$ cat config.mk
export PLATFORM = sky130hd
export DESIGN_NAME = bnn_popcount_threshold
export DESIGN_NICKNAME = d
export VERILOG_FILES = /design/src/rtl/bnn_pkg.sv /design/src/rtl/bnn_thresh_regfile.sv /design/src/rtl/bnn_popcount_threshold.sv
export SDC_FILE = /design/constraint.sdc
export NUM_CORES = 1
export LEC_CHECK = 0
export CORE_UTILIZATION = 42
export CTS_CLUSTER_SIZE = 28
export DETAILED_ROUTE_END_ITERATION = 10
export GPL_ROUTABILITY_DRIVEN = 0
export GPL_TIMING_DRIVEN = 0
export PLACE_DENSITY = 0.62
export REMOVE_ABC_BUFFERS = 1
export SLEW_MARGIN = 10
export SYNTH_ARGS = -nofsm -noshare
export SYNTH_HDL_FRONTEND = slang
export SYNTH_SLANG_ARGS = --single-unit
$ cat constraint.sdc
create_clock -name clk -period 2.8 [get_ports clk]
set_input_delay 0.28 -clock clk [delete_from_list [all_inputs] [get_ports clk]]
set_output_delay 0.28 -clock clk [all_outputs]
set_load 0.03 [all_outputs]
$ cat src/rtl/bnn_pkg.sv
// Shared types and helpers for the BNN popcount/threshold stage: FSM state
// encoding, default widths, and a width-parameterised saturating adder.
package bnn_pkg;

  typedef enum logic [1:0] {
    IDLE    = 2'd0,
    ACCUM   = 2'd1,
    COMPARE = 2'd2,
    OUTPUT  = 2'd3
  } state_t;

  localparam int PSUM_WIDTH_DEF = 4;
  localparam int ACC_WIDTH_DEF  = 12;
  localparam int SAT_MAX_W      = 32;

  // Returns {saturated, value}; value is clamped to 2^w - 1.
  function automatic logic [SAT_MAX_W:0] sat_add(input logic [SAT_MAX_W-1:0] a,
                                                 input logic [SAT_MAX_W-1:0] b,
                                                 input int unsigned w);
    logic [SAT_MAX_W:0] sum;
    logic [SAT_MAX_W:0] lim;
    sum = {1'b0, a} + {1'b0, b};
    lim = ((SAT_MAX_W+1)'(1) << w) - (SAT_MAX_W+1)'(1);
    if (sum > lim) return {1'b1, lim[SAT_MAX_W-1:0]};
    return {1'b0, sum[SAT_MAX_W-1:0]};
  endfunction

endpackage

$ cat src/rtl/bnn_thresh_regfile.sv
// Per-channel threshold store: synchronous write, asynchronous read by channel.
// Optional per-channel sign-flip bit when BNN_THRESH_SIGN_FLIP_EN is defined.
module bnn_thresh_regfile #(
  parameter int NUM_CH    = 16,
  parameter int ACC_WIDTH = 12,
  parameter int CH_W      = $clog2(NUM_CH)
) (
  input  logic                 clk,
  input  logic                 rst,
  input  logic                 wr_en,
  input  logic [CH_W-1:0]      wr_addr,
  input  logic [ACC_WIDTH-1:0] wr_data,
`ifdef BNN_THRESH_SIGN_FLIP_EN
  input  logic                 wr_flip,
  output logic                 rd_flip,
`endif
  input  logic [CH_W-1:0]      rd_addr,
  output logic [ACC_WIDTH-1:0] rd_thr
);

  logic [ACC_WIDTH-1:0] thr [NUM_CH];

  always_ff @(posedge clk) begin
    if (rst) begin
      for (int i = 0; i < NUM_CH; i++) thr[i] <= '0;
    end else if (wr_en) begin
      thr[wr_addr] <= wr_data;
    end
  end

  assign rd_thr = thr[rd_addr];

`ifdef BNN_THRESH_SIGN_FLIP_EN
  logic flip [NUM_CH];

  always_ff @(posedge clk) begin
    if (rst) begin
      for (int i = 0; i < NUM_CH; i++) flip[i] <= 1'b0;
    end else if (wr_en) begin
      flip[wr_addr] <= wr_flip;
    end
  end

  assign rd_flip = flip[rd_addr];
`endif

endmodule

$ cat src/rtl/bnn_popcount_threshold.sv
// Accumulates PE-column partial popcounts per channel, thresholds the total and
// emits one activation bit per channel. Optional macro: BNN_THRESH_SIGN_FLIP_EN.
//
// state   | meaning
// IDLE    | waiting for the first partial sum of a channel
// ACCUM   | accepting remaining partial sums
// COMPARE | one cycle: register acc >= thr[ch] and the channel index
// OUTPUT  | out_valid high until the consumer takes the bit
module bnn_popcount_threshold
  import bnn_pkg::*;
#(
  parameter int PSUM_WIDTH = PSUM_WIDTH_DEF,
  parameter int ACC_WIDTH  = ACC_WIDTH_DEF,
  parameter int NUM_PASSES = 9,
  parameter int NUM_CH     = 16,
  parameter int CH_W       = $clog2(NUM_CH)
) (
  input  logic                  clk,
  input  logic                  rst,
  input  logic                  en,
  input  logic                  psum_valid,
  input  logic [PSUM_WIDTH-1:0] psum_in,
  output logic                  psum_ready,
  input  logic                  thr_wr_en,
  input  logic [CH_W-1:0]       thr_wr_addr,
  input  logic [ACC_WIDTH-1:0]  thr_wr_data,
`ifdef BNN_THRESH_SIGN_FLIP_EN
  input  logic                  thr_wr_flip,
`endif
  output logic                  out_valid,
  input  logic                  out_ready,
  output logic                  out_bit,
  output logic [CH_W-1:0]       out_ch,
  output logic                  busy,
  output logic                  overflow
);

  localparam int PC_W = $clog2(NUM_PASSES + 1);

  state_t               state, state_next;
  logic [ACC_WIDTH-1:0] acc;
  logic [PC_W-1:0]      pass_cnt;
  logic [CH_W-1:0]      ch;
  logic [ACC_WIDTH-1:0] thr_rd;
  logic                 flip_rd;
  logic                 accept;
  logic                 last_pass;
  logic                 cmp_bit;
  logic [SAT_MAX_W:0]   add_res;
  logic                 unused_add;

  bnn_thresh_regfile #(
    .NUM_CH   (NUM_CH),
    .ACC_WIDTH(ACC_WIDTH),
    .CH_W     (CH_W)
  ) u_regfile (
    .clk    (clk),
    .rst    (rst),
    .wr_en  (thr_wr_en),
    .wr_addr(thr_wr_addr),
    .wr_data(thr_wr_data),
`ifdef BNN_THRESH_SIGN_FLIP_EN
    .wr_flip(thr_wr_flip),
    .rd_flip(flip_rd),
`endif
    .rd_addr(ch),
    .rd_thr (thr_rd)
  );

`ifndef BNN_THRESH_SIGN_FLIP_EN
  assign flip_rd = 1'b0;
`endif

  assign accept     = psum_valid && psum_ready;
  assign last_pass  = (state == IDLE) ? (NUM_PASSES == 1)
                                      : (pass_cnt == PC_W'(NUM_PASSES - 1));
  assign add_res    = sat_add(SAT_MAX_W'(acc), SAT_MAX_W'(psum_in), ACC_WIDTH);
  assign unused_add = ^add_res[SAT_MAX_W-1:ACC_WIDTH];
  // Read port still shows the pre-write value during a same-cycle write.
  assign cmp_bit    = (acc >= thr_rd) ^ flip_rd;

  always_ff @(posedge clk) begin
    if (rst) state <= IDLE;
    else     state <= state_next;
  end

  always_comb begin
    state_next = state;
    case (state)
      IDLE:    if (accept) state_next = last_pass ? COMPARE : ACCUM;
      ACCUM:   if (accept && last_pass) state_next = COMPARE;
      COMPARE: if (en) state_next = OUTPUT;
      OUTPUT:  if (en && out_ready) state_next = IDLE;
      default: state_next = IDLE;
    endcase
  end

  always_comb begin
    psum_ready = en && !rst && (state == IDLE || state == ACCUM);
    out_valid  = (state == OUTPUT);
    busy       = (state != IDLE);
  end

  always_ff @(posedge clk) begin
    if (rst) begin
      acc      <= '0;
      pass_cnt <= '0;
      ch       <= '0;
      out_bit  <= 1'b0;
      out_ch   <= '0;
      overflow <= 1'b0;
    end else if (en) begin
      case (state)
        IDLE: if (accept) begin
          acc      <= ACC_WIDTH'(psum_in);
          pass_cnt <= PC_W'(1);
        end
        ACCUM: if (accept) begin
          acc      <= add_res[ACC_WIDTH-1:0];
          pass_cnt <= pass_cnt + PC_W'(1);
          if (add_res[SAT_MAX_W]) overflow <= 1'b1;
        end
        COMPARE: begin
          out_bit <= cmp_bit;
          out_ch  <= ch;
        end
        OUTPUT: if (out_ready) begin
          acc      <= '0;
          pass_cnt <= '0;
          ch       <= (ch == CH_W'(NUM_CH - 1)) ? '0 : ch + CH_W'(1);
        end
        default: ;
      endcase
    end
  end

endmodule
# == Word-level counts from Yosys, hierarchy flattened ==
# Memories as Yosys holds them, arrays and structs flattened. A register that Yosys moved wholly into a read port is not among the register bits.
# Index checks and enable logic that the tools add are counted.
# word_totals
mem_count,1
regBits,28
ramBits,192
out_inout_bits,9
in_bits,26
word_cells,69
# classes
n_eq_ne,11
n_lt_le_gt_ge,2
add_sub_neg,3
muxes,29
reduce_logical,16
# memory_table
name,words,width,read_ports,rd_clocked_by_memory_dff,wr,line_no,rtl
u_regfile.thr,16,12,1,1,16,bnn_thresh_regfile.sv:21,logic [ACC_WIDTH-1:0] thr [NUM_CH];
# op_table
op,n
33-bit two-way mux,2
12-bit two-way mux,4
12-bit one-hot mux with 3 select lines,1
4-bit two-way mux,7
12-bit by 4-bit adder with 13-bit output,1
13-bit by 12-bit greater-than comparator with 1-bit output (second input constant),1
12-bit >= comparator,1
4-bit one-hot mux with 3 select lines,1
12-bit OR reduction,1
2-bit two-way mux,5
4-bit by 1-bit adder with 4-bit output (second input constant),2
4-bit == test (second input constant),2
1-bit two-way mux,8
2-bit inequality test (second input constant),4
2-bit one-hot mux with 4 select lines,1
4-bit AND reduction,2
1-bit logical AND,5
5-bit AND reduction,1
2-bit == test (second input constant),2
2-bit by 1-bit inequality test with 1-bit output (second input constant),2
3-bit AND reduction,1
3-bit nonzero test,1
2-bit by 1-bit == test with 1-bit output (second input constant),1
2-bit logical NOT,1
4 further kinds,4

# == Longest topological paths before layout ==
# Gate-level depths: netlist of run 1.
# logic_depth
depth_word,7
depth_mapped,11
ltp_nobuf,9

# == By module ==
# From an unflattened synthesis of run 1, not the netlist that was laid out.
# hier_totals
hier_cells,797
area_unflattened_um2,10652.7
# modules_own_cells
mod,seq_area_each_um2,area_per_inst_um2,instances,cells_each
bnn_thresh_regfile,5765.5,8729.6,1,555
bnn_popcount_threshold,560.5,1923.1,1,242

# == Least setup slack after synthesis of run 1 ==
# OpenSTA, ideal clock, no wires.
# synth_timing
path_kind,register to register
start,register (tool-made name)
end,register out_bit
arrival_ns,2.824
required_time_ns,2.654
stages_incl_launch_ff,12
setup_time_ns,0.146
n_path_buf,2
period_less_slack_ns,2.970
setup_slack_ns,-0.170
cell_sequence,dfxtp_1 buf_2 buf_1 mux4_2 mux4_2 inv_1 ha_1 a21o_1 a211oi_1 nor3_1 a2111oi_0 a2111oi_0
# synth_lines
element,line_no,rtl
"end signal, assigned",bnn_popcount_threshold.sv:124,out_bit <= cmp_bit;
"end, declared",bnn_popcount_threshold.sv:32,"output logic out_bit,"

==> summary.txt, run 1 <==
==============================================================================
Slew of the pin with the lowest slew margin .....................      1180 ps
Drc violations ..................................................            0
Number of flip-flops and latches in the synthesized netlist .....          224
Critical Path Stages ............................................           11
Critical path's slowest cell ....................................       mux4_2
Number of hold buffers added after cts ..........................            0
Effective utilization at floorplan ..............................        0.427
Longest individual stage delay on the worst path ................       570 ps
H-tree depth ....................................................            1
Placed cell areas ............................................... 0.0113 sq mm
Clock tree from TritonCTS .......................................        built
Top cell types by occurrence after synthesis .................... and2_1, edfxtp_1, mux4_2
Total negative slack ............................................     -57.2 ps
Layout-stage area growth over the synthesis result ..............        16.1%
Starting DRC count in detailed routing ..........................          588
Worst setup SP type .............................................    flip-flop
Leading area contributor after synthesis ........................     edfxtp_1
Via count of the first global-routing pass ......................         6377
Design Area, Final .............................................. 0.0125 sq mm
ANT cells .......................................................            0
Overall via count from detail_route .............................         6245
Worst EP required ...............................................      3220 ps
Via density per instance ........................................         5.38
Most frequent cell on the critical path .........................       mux4_2
Fraction of registers with async set or reset after synthesis ...            0
Yosys top cell area share .......................................        0.536
Pwr dens ........................................................  635 mW/mm^2
Final nets ......................................................          861
Number of buffers inserted by port buffering ....................           34
Dominant delay contributor by cell family on the critical path .. multiplexers
Cells along the critical path ................................... buf_12, buf_8, mux4_2, mux4_2, inv_1, ha_1, a21o_1, a211oi_2, nor3_2, a2111oi_2, a2111oi_0
Library cell with the highest instance count after synthesis ....       and2_1
Fmax ............................................................      350 MHz
Max Slew Vio Count ..............................................            0
Die footprint ................................................... 0.0262 sq mm
Pin count of the biggest net entering global routing ............           32
Clock skew ......................................................      23.4 ps
Max-Cap Viols ...................................................            0
Overall Global Routing Usage ....................................        0.203
Die extent in x .................................................       162 um
Clock tree root buffer cell .....................................    clkbuf_16
Clock slew at reported path FFs .................................        60 ps
Mapped Avg Cell Area ............................................   13.8 sq um
Antenna violations before repair ................................            0
Final cycle utilization of the critical path ....................         1.02
Mapped Area ..................................................... 0.0108 sq mm
Ports ...........................................................           35
Static leakage ..................................................      4.28 nW
Syn Inst Count ..................................................          782
Number of warning messages in the yosys log .....................            0
Number of clock buffers inserted by TritonCTS ...................           26
Global-route wire length before repair ..........................     38900 um
Row count .......................................................           58
Class of the tightest hold or removal check ..................... input port to flip-flop
Detailed-route wire length ......................................     25600 um
Violated checks ................................................. negative setup slack
Final min period ................................................      2860 ps
Total core area ................................................. 0.0252 sq mm
Fraction of layout instances using a drive strength above 1 .....        0.163
Unrepaired setup endpoints after global routing .................         true
Minimum hold slack ..............................................       184 ps
Critical path fanouts, max ......................................            6
Critical setup path kind ........................................ flip-flop to flip-flop
Status .......................................................... complete, but fails checks
Router iterations before antenna repair .........................            4
Count of different cell masters after synthesis .................           55
Clock Tree Buf Depth ............................................            3
Remaining global-route overflow .................................            0
Top area cells in the synthesized netlist ....................... edfxtp_1, mux4_2, and2_1
IR drop worst, VDD ..............................................       480 uV
Top_reg_cell synth ..............................................     edfxtp_1
CP arrival ......................................................      3280 ps
Overall die height ..............................................       162 um
Clock tree sinks ................................................          224
Core Util, Final ................................................        0.496
Headroom to the max-slew limit ..................................        0.208
Count of filler cells inserted in the layout ....................         2148
Count of nets left with antenna violations after detail routing .            0
Final worst setup slack .........................................     -57.2 ps
Hpwl dp .........................................................     15300 um
Number of buffers and inverters on the critical path ............            3
Hold depth ......................................................            2
Count of cells along the worst register-to-register path ........           11
Number of flops mapped to enable cells by yosys .................          192
Wire length per cell after detailed routing .....................      22.1 um
Number of hold-slack violations in the final timing report ......            0
Sequential fraction of the synthesis area .......................        0.596
CP Capture Type .................................................    flip-flop
Clock latency at the later pin of the worst-skew pair ...........       550 ps
Final setup violation count .....................................            1
==============================================================================
[final timing paths]
kind / startpoint / end / slack (ps)
max reg2reg: flip-flop / out_bit / -60
min: rst / acc[6] / 180
max: flip-flop / out_bit / -60
min reg2reg: out_ch[1] / out_ch[1] / 450
[stage by stage]
step                instances  total power (W)  setup WS (ps)
finish                   1160          0.00793          -57.2
global route             1160          0.00822           -179
CTS                      1160          0.00797          -64.7
detailed placement       1097          0.00479           -702
global placement         1093          0.00478          -2890
floorplan                 729          0.00446          -1660
[state kept, by name (all words and copies together) (netlist names), named ones only]
name and count:
state 2, acc 12, ch 4, overflow 1, out_ch 4, out_bit 1, u_regfile.thr 192, pass_cnt 4
[cells by family after synthesis]
logic type / count (synthesis) / share of synthesized area
AND/OR/NAND/NOR: 326 / 0.174
adder cells (fa/ha/maj): 24 / 0.0286
multiplexers: 62 / 0.129
XOR/XNOR: 3 / 0.00244
flip-flops: 224 / 0.596
buffers and inverters: 76 / 0.0301
AO/OA/AOI/OAI: 67 / 0.0406
[power by group]
group	internal (W)	switching, W
Clock	0.00181	0.00137
Combinational	0.000336	0.000528
Sequential	0.00381	0.0000729
Total	0.00596	0.00197
[per-layer routing]
layer  global-route usage  wire [um]  part of all wire
met5               0.0152         53            0.0021
met1                0.262      11000              0.43
met2                0.354      12900              0.50
met4               0.0450        540             0.021
met3               0.0342       1230             0.048
[worst register-to-register path, cell delays in order (launching register included)]
cell and delay, ps:
dfxtp_4 410, buf_12 160, buf_8 130, mux4_2 570, mux4_2 510, inv_1 70
ha_1 130, a21o_1 120, a211oi_2 70, nor3_2 180, a2111oi_2 50, a2111oi_0 350
[layout by cell type, fill, tap and decap left out, drive strengths merged, types with 2 or more instances in the layout]
| cell | count |
|---|---|
| and2 | 194 |
| edfxtp | 192 |
| mux4 | 60 |
| nor2 | 37 |
| clkbuf | 34 |
| clkdlybuf4s50 | 33 |
| dfxtp | 32 |
| a21oi | 27 |
| nand2 | 23 |
| inv | 23 |
| ha | 23 |
| buf | 20 |
| or2 | 17 |
| nand3 | 16 |
| o21ai | 11 |
| clkinv | 10 |
| nor3 | 10 |
| nand2b | 6 |
| nor2b | 6 |
| nand4 | 6 |
| a41oi | 3 |
| or3 | 3 |
| a2111oi | 3 |
| a211oi | 3 |
| a311oi | 2 |
| nand3b | 2 |
| and3 | 2 |
| xor2 | 2 |
| mux2i | 2 |
| a221oi | 2 |
| clkinvlp | 2 |
| o211a | 2 |
| o211ai | 2 |
[timing repair]
| action | 4_1_cts | 5_1_grt |
|---|---|---|
| cloned | 3 | 0 |
| pin swaps | 8 | 0 |
| setup endpoints to repair | 1 | 2 |
| resized for setup | 30 | 1 |
| setup buffers | 13 | 0 |
[area by class of cell]
class                   instances  area, sq um  area share
clock buffers                  34          681      0.0545
clock inverters                13          113     0.00902
inverters                      23         86.3     0.00691
multi-input cells             482         4130       0.330
flip-flops and latches        224         6410       0.514
well taps                     330          413      0.0331
repair buffers                 54          654      0.0524
Power figures use the tool's default switching activity.
==> inputs of run 2 (changes only) <==
Settings changed: PLACE_DENSITY 0.62 to 0.6, SYNTH_HIERARCHICAL from default to 1.
Clock period 2.8 ns to 3.4 ns, I/O delays scaled along.
==> summary.txt, run 2 <==
==============================================================================
Status ..........................................................    completed
Placed cell areas ............................................... 0.0112 sq mm
Number of hold-slack violations in the final timing report ......            0
Layout-stage area growth over the synthesis result ..............        13.3%
Cells along the critical path ................................... buf_12, mux4_2, a22oi_1, nand2_1, ha_1, nand2b_1, a2111oi_1, o31ai_1, a41oi_1, nor3_1
Critical path fanouts, max ......................................           24
CP arrival ......................................................      3460 ps
Fraction of layout instances using a drive strength above 1 .....        0.147
Via density per instance ........................................         5.54
Static leakage ..................................................      4.22 nW
Number of flip-flops and latches in the synthesized netlist .....          220
Final setup violation count .....................................            0
Router iterations before antenna repair .........................            5
Clock skew ......................................................      10.9 ps
Total negative slack ............................................         0 ps
Count of different cell masters after synthesis .................           58
Design Area, Final .............................................. 0.0121 sq mm
Clock Tree Buf Depth ............................................            3
Number of buffers inserted by port buffering ....................           34
Detailed-route wire length ......................................     25600 um
Count of filler cells inserted in the layout ....................         2145
Number of flip-flops under the largest register name ............          192
Starting DRC count in detailed routing ..........................          525
Hold Path Sink ..................................................     overflow
Final cycle utilization of the critical path ....................        0.906
Pwr dens ........................................................  522 mW/mm^2
Number of clock buffers inserted by TritonCTS ...................           25
Die footprint ................................................... 0.0260 sq mm
Remaining global-route overflow .................................            0
R2r startpoint ..................................................        ch[0]
Max-Cap Viols ...................................................            0
Global-route wire length before repair ..........................     39100 um
Core Util, Final ................................................        0.490
Top cell types by occurrence after synthesis .................... and2_1, edfxtp_1, mux4_2
Count of nets left with antenna violations after detail routing .            0
Top_reg_cell synth ..............................................     edfxtp_1
Overall die height ..............................................       161 um
Wire length per cell after detailed routing .....................      22.2 um
Number of warning messages in the yosys log .....................            6
Row count .......................................................           57
Leading cell type in the layout, fill and taps excluded .........       and2_1
Library cell with the highest instance count after synthesis ....       and2_1
Clock tree root buffer cell .....................................    clkbuf_16
Largest registers ............................................... u_regfile/thr x192, acc x12
Final min period ................................................      3080 ps
Critical path's slowest cell ....................................       mux4_2
Effective utilization at floorplan ..............................        0.433
Mapped Avg Cell Area ............................................   13.4 sq um
CP Capture Type .................................................    flip-flop
Unrepaired setup endpoints after global routing .................        false
IR drop worst, VDD ..............................................       321 uV
Sequential fraction of the synthesis area .......................        0.594
Ports ...........................................................           35
Setup slack on the worst flop-to-flop path ......................       320 ps
Syn Inst Count ..................................................          797
Fraction of registers with async set or reset after synthesis ...            0
Largest register by flop count .................................. u_regfile/thr
H-tree depth ....................................................            1
Class of the tightest hold or removal check ..................... input port to flip-flop
Antenna violations before repair ................................            0
Final nets ......................................................          863
Clock slew at reported path FFs .................................        60 ps
Headroom to the max-slew limit ..................................        0.372
Worst EP required ...............................................      3780 ps
Clock latency at the later pin of the worst-skew pair ...........       540 ps
Hold wc startpoint ..............................................          rst
Worst r2r dst ...................................................      out_bit
Overall Global Routing Usage ....................................        0.201
Hold depth ......................................................            2
Max Slew Vio Count ..............................................            0
Pin count of the biggest net entering global routing ............           54
Die extent in x .................................................       161 um
Number of flops mapped to enable cells by yosys .................          192
Worst setup SP type .............................................    flip-flop
Post-route total power ..........................................    0.00630 W
Top area cells in the synthesized netlist ....................... edfxtp_1, and2_1, mux4_2
Top library cells by usage in the layout, fill and taps aside ... and2_1, edfxtp_1, mux4_2
Slew of the pin with the lowest slew margin .....................       941 ps
Clock tree sinks ................................................          220
Hpwl dp .........................................................     15700 um
ANT cells .......................................................            0
Count of cells along the worst register-to-register path ........           10
Mapped Area ..................................................... 0.0107 sq mm
Total core area ................................................. 0.0246 sq mm
Clock tree from TritonCTS .......................................        built
Yosys top cell area share .......................................        0.541
Fmax ............................................................      325 MHz
Via count of the first global-routing pass ......................         6622
Leading area contributor after synthesis ........................     edfxtp_1
Longest individual stage delay on the worst path ................       580 ps
Overall via count from detail_route .............................         6403
Number of hold buffers added after cts ..........................            0
Critical setup path kind ........................................ flip-flop to flip-flop
Cell Count Post-Placement .......................................         1104
Final Non-Filler Cells ..........................................         1156
Drc violations ..................................................            0
==============================================================================
run 2: worst max-delay path, delay by kind of cell (launching register included):
kind	cells	cell delay (ps)
AO/OA/AOI/OAI	4	1150
multiplexers	1	580
flip-flops	1	370
AND/OR/NAND/NOR	3	320
adder cells (fa/ha/maj)	1	280
buffers and inverters	1	220
run 2: layout make-up:
cell class / instances / area [sq um] / share of cell area
clock buffers: 31 / 648 / 0.0537
clock inverters: 15 / 133 / 0.0110
inverters: 26 / 97.6 / 0.00809
multi-input cells: 499 / 4020 / 0.333
flip-flops and latches: 220 / 6330 / 0.525
well taps: 324 / 405 / 0.0336
repair buffers: 41 / 433 / 0.0359
run 2: kinds of logic (layout without fill, tap and decap cells):
family,Yosys count,in the layout,synth area share
simple gates,328,328,0.179
flops,220,220,0.594
compound gates,92,92,0.0590
buf+inv,78,113,0.0312
mux,51,51,0.104
fa+ha+maj,24,24,0.0289
xor+xnor,4,4,0.00329
run 2: how the worst max path moves through the flow:
stage	slack, ps	endpoint	cells after the start	start
global placement	-2440	out_bit	9	ch[0]
detailed placement	-290	out_bit	10	ch[0]
floorplan	-910	out_bit	9	ch[0]
finish	320	out_bit	10	ch[0]
global route	10	out_bit	10	ch[0]
CTS	40	out_bit	9	ch[1]
run 2: through the flow:
stage               hold WS, ps  setup WS, ps
floorplan                   409          -914
global placement            451         -2440
detailed placement          457          -291
CTS                         418          35.1
global route                484          13.1
finish                      442           320
run 2: where the power goes:
group	internal, W	leakage [nW]	switching, W	total (W)
clock	0.00151	0.386	0.00109	0.00259
sequential	0.00308	2.06	0.0000544	0.00314
combinational	0.000215	1.78	0.000351	0.000566
total	0.00481	4.22	0.00149	0.00630
run 2: routing by layer:
layer  track usage  vias to the layer above  share of wire
li1              -                     2950              -
met1         0.260                     3231           0.42
met2         0.349                      174           0.50
met3        0.0226                       48          0.043
met4        0.0746                        0          0.034
met5             0                        -              0
run 2: repair_timing:
item	4_1_cts	5_1_grt
resized for setup	0	3
setup buffers	5	1
setup endpoints to repair	1	1
